$ cat src/rtl/discr_scaler_counters_pkg.sv
// Shared discriminator-scaler definitions: channel/count defaults, fixed port widths,
// FSM state encoding and the read-select width helper.
package discr_scaler_counters_pkg;

  localparam int unsigned N_CH_DEF  = 8;
  localparam int unsigned CNT_W_DEF = 24;
  localparam int unsigned GATE_W    = 32;
  localparam int unsigned WCNT_W    = 16;

  typedef enum logic [0:0] {
    ST_IDLE  = 1'b0,
    ST_COUNT = 1'b1
  } state_e;

  // A single-channel build still needs a one-bit select.
  function automatic int unsigned sel_w(input int unsigned n);
    return (n > 32'd1) ? $clog2(n) : 32'd1;
  endfunction

endpackage

$ cat src/rtl/discr_scaler_counters_if.sv
// Control, pulse-input and readout signals of the discriminator scaler.
// The master modport drives the controls; the slave modport is the scaler.
interface discr_scaler_counters_if
  import discr_scaler_counters_pkg::*;
#(
  parameter int unsigned N_CH  = N_CH_DEF,
  parameter int unsigned CNT_W = CNT_W_DEF
);
  localparam int unsigned SEL_W = sel_w(N_CH);

  logic              en;
  logic [GATE_W-1:0] gate_len;
  logic [N_CH-1:0]   bits_in;
  logic [SEL_W-1:0]  rd_sel;
  logic [CNT_W-1:0]  rd_data;
  logic              rd_ovf;
  logic              win_done;
  logic [WCNT_W-1:0] win_cnt;
  logic              busy;

  modport master (
    output en, gate_len, bits_in, rd_sel,
    input  rd_data, rd_ovf, win_done, win_cnt, busy
  );

  modport slave (
    input  en, gate_len, bits_in, rd_sel,
    output rd_data, rd_ovf, win_done, win_cnt, busy
  );

endinterface

$ cat src/rtl/scaler_channel_counter.sv
// One scaler channel: live saturating counter with sticky overflow flag, and the
// shadow copy that captures the closing window on the terminal cycle.
module scaler_channel_counter #(
  parameter int unsigned CNT_W = 24
) (
  input  logic             clk,
  input  logic             rst,
  input  logic             acc_i,
  input  logic             latch_i,
  input  logic             bit_i,
  output logic [CNT_W-1:0] shadow_o,
  output logic             shadow_ovf_o
);

  localparam logic [CNT_W-1:0] CNT_MAX = {CNT_W{1'b1}};

  logic [CNT_W-1:0] cnt_q, cnt_d, shadow_q, shadow_d, sum_s;
  logic             ovf_q, ovf_d, shadow_ovf_q, shadow_ovf_d, ovf_s;

  // The latch path uses the saturated sum so a terminal-cycle pulse lands in the ending window.
  always_comb begin
    sum_s        = (cnt_q == CNT_MAX) ? cnt_q : cnt_q + CNT_W'(bit_i);
    ovf_s        = ovf_q | ((cnt_q == CNT_MAX) & bit_i);
    cnt_d        = {CNT_W{1'b0}};
    ovf_d        = 1'b0;
    shadow_d     = shadow_q;
    shadow_ovf_d = shadow_ovf_q;
    if (latch_i) begin
      shadow_d     = sum_s;
      shadow_ovf_d = ovf_s;
    end else if (acc_i) begin
      cnt_d = sum_s;
      ovf_d = ovf_s;
    end else begin
      cnt_d = {CNT_W{1'b0}};
      ovf_d = 1'b0;
    end
  end

  // Live and shadow state registers.
  always_ff @(posedge clk or negedge rst) begin
    if (!rst) begin
      cnt_q        <= {CNT_W{1'b0}};
      ovf_q        <= 1'b0;
      shadow_q     <= {CNT_W{1'b0}};
      shadow_ovf_q <= 1'b0;
    end else begin
      cnt_q        <= cnt_d;
      ovf_q        <= ovf_d;
      shadow_q     <= shadow_d;
      shadow_ovf_q <= shadow_ovf_d;
    end
  end

  assign shadow_o     = shadow_q;
  assign shadow_ovf_o = shadow_ovf_q;

endmodule

$ cat src/rtl/discr_scaler_counters.sv
// Gated multi-channel scaler: counts inhibited discriminator pulses over back-to-back
// windows of gate_len cycles, latches each window and serves a registered readout.
module discr_scaler_counters
  import discr_scaler_counters_pkg::*;
#(
  parameter int unsigned N_CH  = N_CH_DEF,
  parameter int unsigned CNT_W = CNT_W_DEF
) (
  input  logic                  clk,
  input  logic                  rst,
  discr_scaler_counters_if.slave bus
);

  localparam int unsigned SEL_W  = sel_w(N_CH);
  localparam int unsigned N_SLOT = 1 << SEL_W;

  state_e            state_q, state_d;
  logic [GATE_W-1:0] timer_q, timer_d;
  logic              latch_s, acc_s;
  logic              win_done_q;
  logic [WCNT_W-1:0] win_cnt_q;
  logic [CNT_W-1:0]  rd_data_q;
  logic              rd_ovf_q;

  logic [CNT_W-1:0]  shadow_s     [N_SLOT];
  logic              shadow_ovf_s [N_SLOT];

  // Unused select codes beyond N_CH read back as zero.
  for (genvar i = 0; i < N_SLOT; i++) begin : g_ch
    if (i < N_CH) begin : g_cnt
      scaler_channel_counter #(.CNT_W(CNT_W)) u_ch (
        .clk          (clk),
        .rst          (rst),
        .acc_i        (acc_s),
        .latch_i      (latch_s),
        .bit_i        (bus.bits_in[i]),
        .shadow_o     (shadow_s[i]),
        .shadow_ovf_o (shadow_ovf_s[i])
      );
    end else begin : g_pad
      assign shadow_s[i]     = {CNT_W{1'b0}};
      assign shadow_ovf_s[i] = 1'b0;
    end
  end

  // Window FSM: the terminal cycle latches and either reloads (no dead time) or idles.
  always_comb begin
    state_d = state_q;
    timer_d = timer_q;
    latch_s = 1'b0;
    acc_s   = 1'b0;
    case (state_q)
      ST_IDLE: begin
        if (bus.en && (bus.gate_len != 32'd0)) begin
          state_d = ST_COUNT;
          timer_d = bus.gate_len - 32'd1;
        end else begin
          state_d = ST_IDLE;
          timer_d = {GATE_W{1'b0}};
        end
      end
      ST_COUNT: begin
        if (timer_q == 32'd0) begin
          latch_s = 1'b1;
          if (bus.en && (bus.gate_len != 32'd0)) begin
            state_d = ST_COUNT;
            timer_d = bus.gate_len - 32'd1;
          end else begin
            state_d = ST_IDLE;
            timer_d = {GATE_W{1'b0}};
          end
        end else if (!bus.en) begin
          state_d = ST_IDLE;
          timer_d = {GATE_W{1'b0}};
        end else begin
          acc_s   = 1'b1;
          timer_d = timer_q - 32'd1;
        end
      end
      default: begin
        state_d = ST_IDLE;
        timer_d = {GATE_W{1'b0}};
      end
    endcase
  end

  // Control state, window bookkeeping and registered readout.
  always_ff @(posedge clk or negedge rst) begin
    if (!rst) begin
      state_q    <= ST_IDLE;
      timer_q    <= {GATE_W{1'b0}};
      win_done_q <= 1'b0;
      win_cnt_q  <= {WCNT_W{1'b0}};
      rd_data_q  <= {CNT_W{1'b0}};
      rd_ovf_q   <= 1'b0;
    end else begin
      state_q    <= state_d;
      timer_q    <= timer_d;
      win_done_q <= latch_s;
      win_cnt_q  <= win_cnt_q + {{(WCNT_W-1){1'b0}}, latch_s};
      rd_data_q  <= shadow_s[bus.rd_sel];
      rd_ovf_q   <= shadow_ovf_s[bus.rd_sel];
    end
  end

  assign bus.rd_data  = rd_data_q;
  assign bus.rd_ovf   = rd_ovf_q;
  assign bus.win_done = win_done_q;
  assign bus.win_cnt  = win_cnt_q;
  assign bus.busy     = (state_q == ST_COUNT);

endmodule

$ cat src/flat_wrapper.sv
// flat-port wrapper written by rule: the top's interface ports become plain ports
module discr_scaler_counters_flat import discr_scaler_counters_pkg::*;
#(
  parameter int unsigned N_CH  = N_CH_DEF,
  parameter int unsigned CNT_W = CNT_W_DEF
)
  (clk, rst, bus_en, bus_gate_len, bus_bits_in, bus_rd_sel, bus_rd_data, bus_rd_ovf, bus_win_done, bus_win_cnt, bus_busy);
  discr_scaler_counters_if #(.N_CH(N_CH), .CNT_W(CNT_W)) bus_i ();
  input  logic clk;
  input  logic rst;
  input wire logic [$bits(bus_i.en)-1:0] bus_en;
  input wire logic [$bits(bus_i.gate_len)-1:0] bus_gate_len;
  input wire logic [$bits(bus_i.bits_in)-1:0] bus_bits_in;
  input wire logic [$bits(bus_i.rd_sel)-1:0] bus_rd_sel;
  output wire logic [$bits(bus_i.rd_data)-1:0] bus_rd_data;
  output wire logic [$bits(bus_i.rd_ovf)-1:0] bus_rd_ovf;
  output wire logic [$bits(bus_i.win_done)-1:0] bus_win_done;
  output wire logic [$bits(bus_i.win_cnt)-1:0] bus_win_cnt;
  output wire logic [$bits(bus_i.busy)-1:0] bus_busy;
  assign bus_i.en = bus_en;
  assign bus_i.gate_len = bus_gate_len;
  assign bus_i.bits_in = bus_bits_in;
  assign bus_i.rd_sel = bus_rd_sel;
  assign bus_rd_data = bus_i.rd_data;
  assign bus_rd_ovf = bus_i.rd_ovf;
  assign bus_win_done = bus_i.win_done;
  assign bus_win_cnt = bus_i.win_cnt;
  assign bus_busy = bus_i.busy;
  discr_scaler_counters #(.N_CH(N_CH), .CNT_W(CNT_W)) u_core (.clk(clk), .rst(rst), .bus(bus_i));
endmodule
$ cat config.mk
export PLATFORM = sky130hd
export DESIGN_NAME = discr_scaler_counters_flat
export DESIGN_NICKNAME = d
export VERILOG_FILES = /design/src/rtl/discr_scaler_counters_pkg.sv /design/src/rtl/discr_scaler_counters_if.sv /design/src/rtl/scaler_channel_counter.sv /design/src/rtl/discr_scaler_counters.sv /design/src/flat_wrapper.sv
export SDC_FILE = /design/constraint.sdc
export NUM_CORES = 1
export LEC_CHECK = 0
export ABC_AREA = 1
export ABC_CLOCK_PERIOD_IN_PS = 4800
export CAP_MARGIN = 20
export CORE_MARGIN = 5
export CORE_UTILIZATION = 50
export CTS_CLUSTER_DIAMETER = 100
export DETAILED_ROUTE_END_ITERATION = 7
export PLACE_DENSITY = 0.78
export SLEW_MARGIN = 5
export SYNTH_ARGS = -nofsm -noshare
export SYNTH_HDL_FRONTEND = slang
export SYNTH_HIERARCHICAL = 1
export SYNTH_SLANG_ARGS = --single-unit
$ cat constraint.sdc
create_clock -name clk -period 4.8 [get_ports clk]
set_clock_uncertainty 0.2 [all_clocks]
set_input_delay 0.96 -clock clk [delete_from_list [all_inputs] [get_ports clk]]
set_output_delay 0.96 -clock clk [all_outputs]
set_load 0.03 [all_outputs]
### After elaboration in Yosys (flattened, before gate mapping)

Cells that the tools add are included.

* flip-flop bits (word level): 475
* output and inout port bits: 43

* add/subtract/negate cells: 11
* order comparisons: 1
* equal/unequal tests: 8
* multiplexer cells: 58
* bitwise gates (word level): 18
* reduce and logical (&&, ||, !) cells: 3

Operator list (number)
* 24-bit two-way mux: 26
* 24-bit by 1-bit adder with 24-bit output: 8
* 24-bit == test, second input constant: 8
* 32-bit two-way mux: 3
* 24-bit binary-select mux with 3-bit select: 1
* 32-bit case mux with 2 select lines: 1
* 32-bit by 1-bit subtractor with 32-bit output, second input constant: 2
* 32-bit logical NOT: 1
* 32-bit nonzero test: 1
* 1-bit two-way mux: 25
* 16-bit by 1-bit adder with 16-bit output: 1
* 1-bit AND: 8
* 1-bit bitwise OR: 8
* 4-bit >= comparator, second input constant: 1
* 3-bit inverter with 4-bit output: 1
* 1-bit binary-select mux with 3-bit select: 1
* 1-bit case mux with 2 select lines: 1
* 1-bit logical AND: 1
* 1-bit inverter: 1

### Longest topological paths before layout

* word-level depth: 5
* gate-level depth with buffers: 15

### Cells and area by module

Netlist, hierarchy kept.

Modules (own cells, without submodules)
* scaler_channel_counter: instances 8, cells each 345, area an instance 2718.9 sq um, sequential area each 1251.2 sq um
* discr_scaler_counters: instances 1, cells each 942, area an instance 6262.3 sq um, sequential area each 1876.8 sq um

### Least setup slack after synthesis

Ideal clock, no wire load.

* path kind: reg-to-reg
* start: register u_core.timer_q[0]
* end: register u_core.win_cnt_q[12] (netlist: u_core/bus.win_cnt[12])
* arrival: 3328 ps
* data required time: 4520 ps
* path slack: 1192 ps
* cell stages (with the launch flop): 16
* buffers on the path: 0
* path through: dfrtp_1 -> inv_1 -> ha_1 -> nand2_4 -> nor2_8 -> nand3_1 -> nor3_1 -> ha_1 -> ha_1 -> nand2_1 -> nor2_1 -> nand3_1 -> inv_1 -> nand4_1 -> nor2_1 -> xor2_1

* longest elaborated chain between the ends: 4

RTL lines
* from (decl): line discr_scaler_counters.sv:18 `logic [GATE_W-1:0] timer_q, timer_d;`
* from (signal assigned): line discr_scaler_counters.sv:91 `timer_q <= {GATE_W{1'b0}};`
* from (signal assigned): line discr_scaler_counters.sv:98 `timer_q <= timer_d;`
* 32-bit logical NOT: line discr_scaler_counters.sv:63 `if (timer_q == 32'd0) begin`
* 1-bit two-way mux: line discr_scaler_counters.sv:63
* 1-bit two-way mux: line discr_scaler_counters.sv:52 `case (state_q)`
* net u_core.latch_s: line discr_scaler_counters.sv:19 `logic latch_s, acc_s;`
* 16-bit by 1-bit adder with 16-bit output: line discr_scaler_counters.sv:100 `win_cnt_q <= win_cnt_q + {{(WCNT_W-1){1'b0}}, latch_s};`
* to (signal assigned): line discr_scaler_counters.sv:93 `win_cnt_q <= {WCNT_W{1'b0}};`
* to (signal assigned): line discr_scaler_counters.sv:100
* to (decl): line discr_scaler_counters.sv:21 `logic [WCNT_W-1:0] win_cnt_q;`

The timed path passes the listed nets, and every way through them passes these cells.
A chain may end at the register's enable or synchronous reset.

### Worst setup path after layout

* start: register u_core.timer_q[0]
* end: register u_core.g_ch[1].g_cnt.u_ch.cnt_q[23]

* elaborated cells on any way between the ends: 7

RTL lines
* 32-bit logical NOT: line discr_scaler_counters.sv:63
* 1-bit two-way mux: line discr_scaler_counters.sv:63
* 1-bit two-way mux: line discr_scaler_counters.sv:52
* net u_core.latch_s: line discr_scaler_counters.sv:19
* 24-bit two-way mux: line scaler_channel_counter.sv:28 `if (latch_i) begin`
* net u_core.g_ch[1].g_cnt.u_ch.cnt_d[23]: line scaler_channel_counter.sv:17 `logic [CNT_W-1:0] cnt_q, cnt_d, shadow_q, shadow_d, sum_s;`
* to (signal assigned): line scaler_channel_counter.sv:43 `cnt_q <= {CNT_W{1'b0}};`
* to (signal assigned): line scaler_channel_counter.sv:48 `cnt_q <= cnt_d;`
* to (decl): line scaler_channel_counter.sv:17

The timed path passes the listed nets, and every way through them passes these cells.

==> flow_summary_export.csv <==
group,metric,value,unit
yosys,ys_seq_elements,475,
placement,dpl_cell_area,29000,um2
yosys,synth_cell_types,38,
power,power.total,0.0118,W
global_route,first_global_vias,23047,
floorplanning,die_area,60900,um2
final_layout,final_cell_count_no_fill,4515,
critical_path,cp.arrival,4070,ps
flow_run,drv_cap,0,
clock_network,post_cts_buffers,0,
final_layout,diodes,0,
final_layout,drive_above_1_share,10.8,%
clock_network,clk_pin_slew,70,ps
final_layout,design_area,30900,um2
detailed_routing,drtAntennaViolNets,0,
yosys,synth-compound-area-share,8.25,%
yosys,synth.largest_area_cell,"dfrtp_1",
detailed_routing,wire_per_inst,16.1,um
final_layout,areaGrowthSynthToFinish,10.2,%
clock_network,cts_repair_resize_count,0,
critical_path,critical_path_class,"flip-flop to flip-flop",
power,p_leak,15.1,nW
yosys,post_synth_fa_ha_maj_area_fraction,0.893,%
detailed_routing,dr.pass1.iters,6,
detailed_routing,route.detailed.drc,0,
sta,setup_viol,0,
clock_network,clockRootBuffer,"clkbuf_16",
critical_path,crit_fanout,96,
outcome,outcome,"complete, no violations",
global_route,grt-ovfl-total,0,
yosys,netlist_top_cells_area,"dfrtp_1 42%, nand2_1 17%, nor2_1 7.0%, inv_1 4.9%, nand3_1 3.2%",
critical_path,cp-end-kind,"flip-flop",
yosys,synth.net_count,3768,
sta,final_hold_viol_count,0,
placement,place.gp.congestion,0.981,
critical_path,r2r-start,"u_core/timer_q[0]",
yosys,synth-edff-count,0,
yosys,synth.most_common_cell,"nand2_1",
final_layout,final_nets,3789,
power,irDropWorstVdd,0.000310,V
floorplanning,num_rows,86,
sta,rsz0062_at_grt,"no",
yosys,seq_area_frac_synth,42.4,%
floorplanning,coreArea,55300,um2
critical_path,required,5090,ps
floorplanning,ios,89,
clock_network,postCtsHoldBufs,0,
yosys,syn-cell-area,28000,um2
global_route,antenna_found_initial,3,
placement,portBuffers,88,
global_route,grt_max_degree,124,
detailed_routing,drt_iter0_drc,2327,
detailed_routing,vias,24210,
placement,dpl.hpwl,53400,um
critical_path,cp-startpoint,"u_core/timer_q[0]",
clock_network,cts_buffers,52,
sta,period_share,78.7,%
yosys,yosys_warnings,6,
clock_network,cts_max_level,2,
yosys,synthMuxAreaShare,0,%
power,powerDensity,382,nW/um2
sta,slew_headroom,33.8,%
clock_network,numClockSinks,475,
floorplanning,die_h,247,um
yosys,synth_xor_area_share,3.56,%
critical_path,cp-endpoint,"u_core/g_ch[1].g_cnt.u_ch/cnt_q[23]",
clock_network,clk_latency,620,ps
yosys,synth_flop_cell,"dfrtp_1",
sta,finalMaxSlewViolations,0,
detailed_routing,vias_per_cell,5.36,
yosys,synth-async-reset-ratio,100,%
clock_network,cts_tree,"done",
floorplanning,initial_core_util,50.6,%
sta,final.setup.tns,0,ps
sta,final.min_clock_period,3780,ps
critical_path,cp-start-kind,"flip-flop",
critical_path,regToRegEndpoint,"u_core/g_ch[1].g_cnt.u_ch/cnt_q[23]",
critical_path,ff2ff_setup_slack,1020,ps
placement,dp.cells,4417,
yosys,synth_simple_gate_area_share,36.2,%
clock_network,ctsLongestPathBuffers,3,
yosys,syn_avg_cell_area,7.57,um2
sta,worst_pin_slew,992,ps
sta,fmax,0.265,GHz
global_route,grtUsageTotal,23.7,%
yosys,syn_inst,3702,
critical_path,r2r_cells,12,
yosys,synth_common_cells,"1233 x nand2_1, 526 x nor2_1, 475 x dfrtp_1",
global_route,grt_pass1_wl,119000,um
floorplanning,die_w,247,um
yosys,synth_top_cell_area_share,42.4,%
hold_path,holdCritPathClass,"primary input to asynchronous set/reset pin",
yosys,synth_top_family_by_area,"simple AND/OR/NAND/NOR gates",
detailed_routing,wl,72900,um
## through the flow
step | util [%] | hold slack (ps) | setup slack (ps)
3_3_place_gp | 52.4 | 262 | 1200
2_1_floorplan | - | 244 | 1190
3_5_place_dp | 52.4 | 261 | 1070
4_1_cts | 55.8 | 129 | 1070
5_1_grt | 55.8 | 154 | 817
6_report | 55.8 | 108 | 1020
## critical path: stages (launching register included)
cell	delay, ps
dfrtp_1	380
inv_1	110
ha_1	270
nand2_4	110
nor2_8	190
nand3_1	150
nor3_2	220
buf_12	370
inv_1	420
nand2_1	600
inv_1	330
nand2_1	150
inv_1	50
## cell families after synthesis
group	Yosys count
compound gates	339
xor+xnor	114
fa+ha+maj	20
buf+inv	518
flops	475
simple gates	2236
## how the worst min path moves through the flow
stage                                                         to  cells past startpoint                              startpoint  slack, ps
after floorplan           u_core/g_ch[2].g_cnt.u_ch/shadow_o[12]                      2  u_core/g_ch[2].g_cnt.u_ch/shadow_o[12]        240
after global placement                    u_core/bus.win_cnt[15]                      1                  u_core/bus.win_cnt[15]        260
after detailed placement                  u_core/bus.win_cnt[15]                      1                  u_core/bus.win_cnt[15]        260
after CTS                     u_core/g_ch[3].g_cnt.u_ch/cnt_q[4]                      1                                     rst        130
after global routing          u_core/g_ch[3].g_cnt.u_ch/cnt_q[2]                      1                                     rst        150
final                      u_core/g_ch[3].g_cnt.u_ch/shadow_o[3]                      1                                     rst        110
## power by group
| part | switching [W] | total [W] | internal [W] | leakage (nW) |
|---|---|---|---|---|
| registers | 0.000656 | 0.00540 | 0.00475 | 6.13 |
| clock network | 0.00177 | 0.00434 | 0.00257 | 0.901 |
| logic | 0.00128 | 0.00205 | 0.000771 | 8.12 |
| total | 0.00371 | 0.0118 | 0.00809 | 15.1 |
## sequential cells by signal, summed over array words and instances, names as in the netlist
name,count
u_core/bus.rd_ovf,1
u_core/bus.rd_data,24
u_core/g_ch.g_cnt.u_ch/cnt_q,192
u_core/g_ch.g_cnt.u_ch/shadow_ovf_o,8
u_core/bus.win_cnt,16
u_core/timer_q,32
u_core/g_ch.g_cnt.u_ch/ovf_q,8
u_core/bus.busy,1
u_core/g_ch.g_cnt.u_ch/shadow_o,192
u_core/bus.win_done,1
## layout make-up
type,count,area [um2]
inverter,380,1430
clock buffer,64,1430
tap,748,936
fill,5077,24400
clock inverter,34,448
timing repair buffer,105,1050
multi-input combinational,2709,13700
sequential,475,11900
## layer usage
layer  track usage, %  vias to the layer above  part of all wire, %
met1             33.3                    11426                   44
li1                 -                    11750                    -
met2             37.3                      854                   45
met4             9.04                        4                  3.9
met5                0                        -                0.034
met3             3.79                      176                  7.1
## layout by cell type, fill, tap and decap left out, types with 20 or more instances in the layout
cell,n
nand2_1,1233
nor2_1,526
dfrtp_1,475
inv_1,367
nand3_1,177
o21ai_0,96
clkdlybuf4s50_1,85
nand4_1,75
nand3_2,72
a31oi_1,72
xor2_1,66
clkbuf_16,53
nand2_2,50
o32ai_1,50
xnor2_1,48
nor2_4,45
a21oi_1,40
a21oi_2,32
nand2_4,27
o21ai_2,20
ha_1,20
No activity file was read; power rests on OpenSTA's default activity.
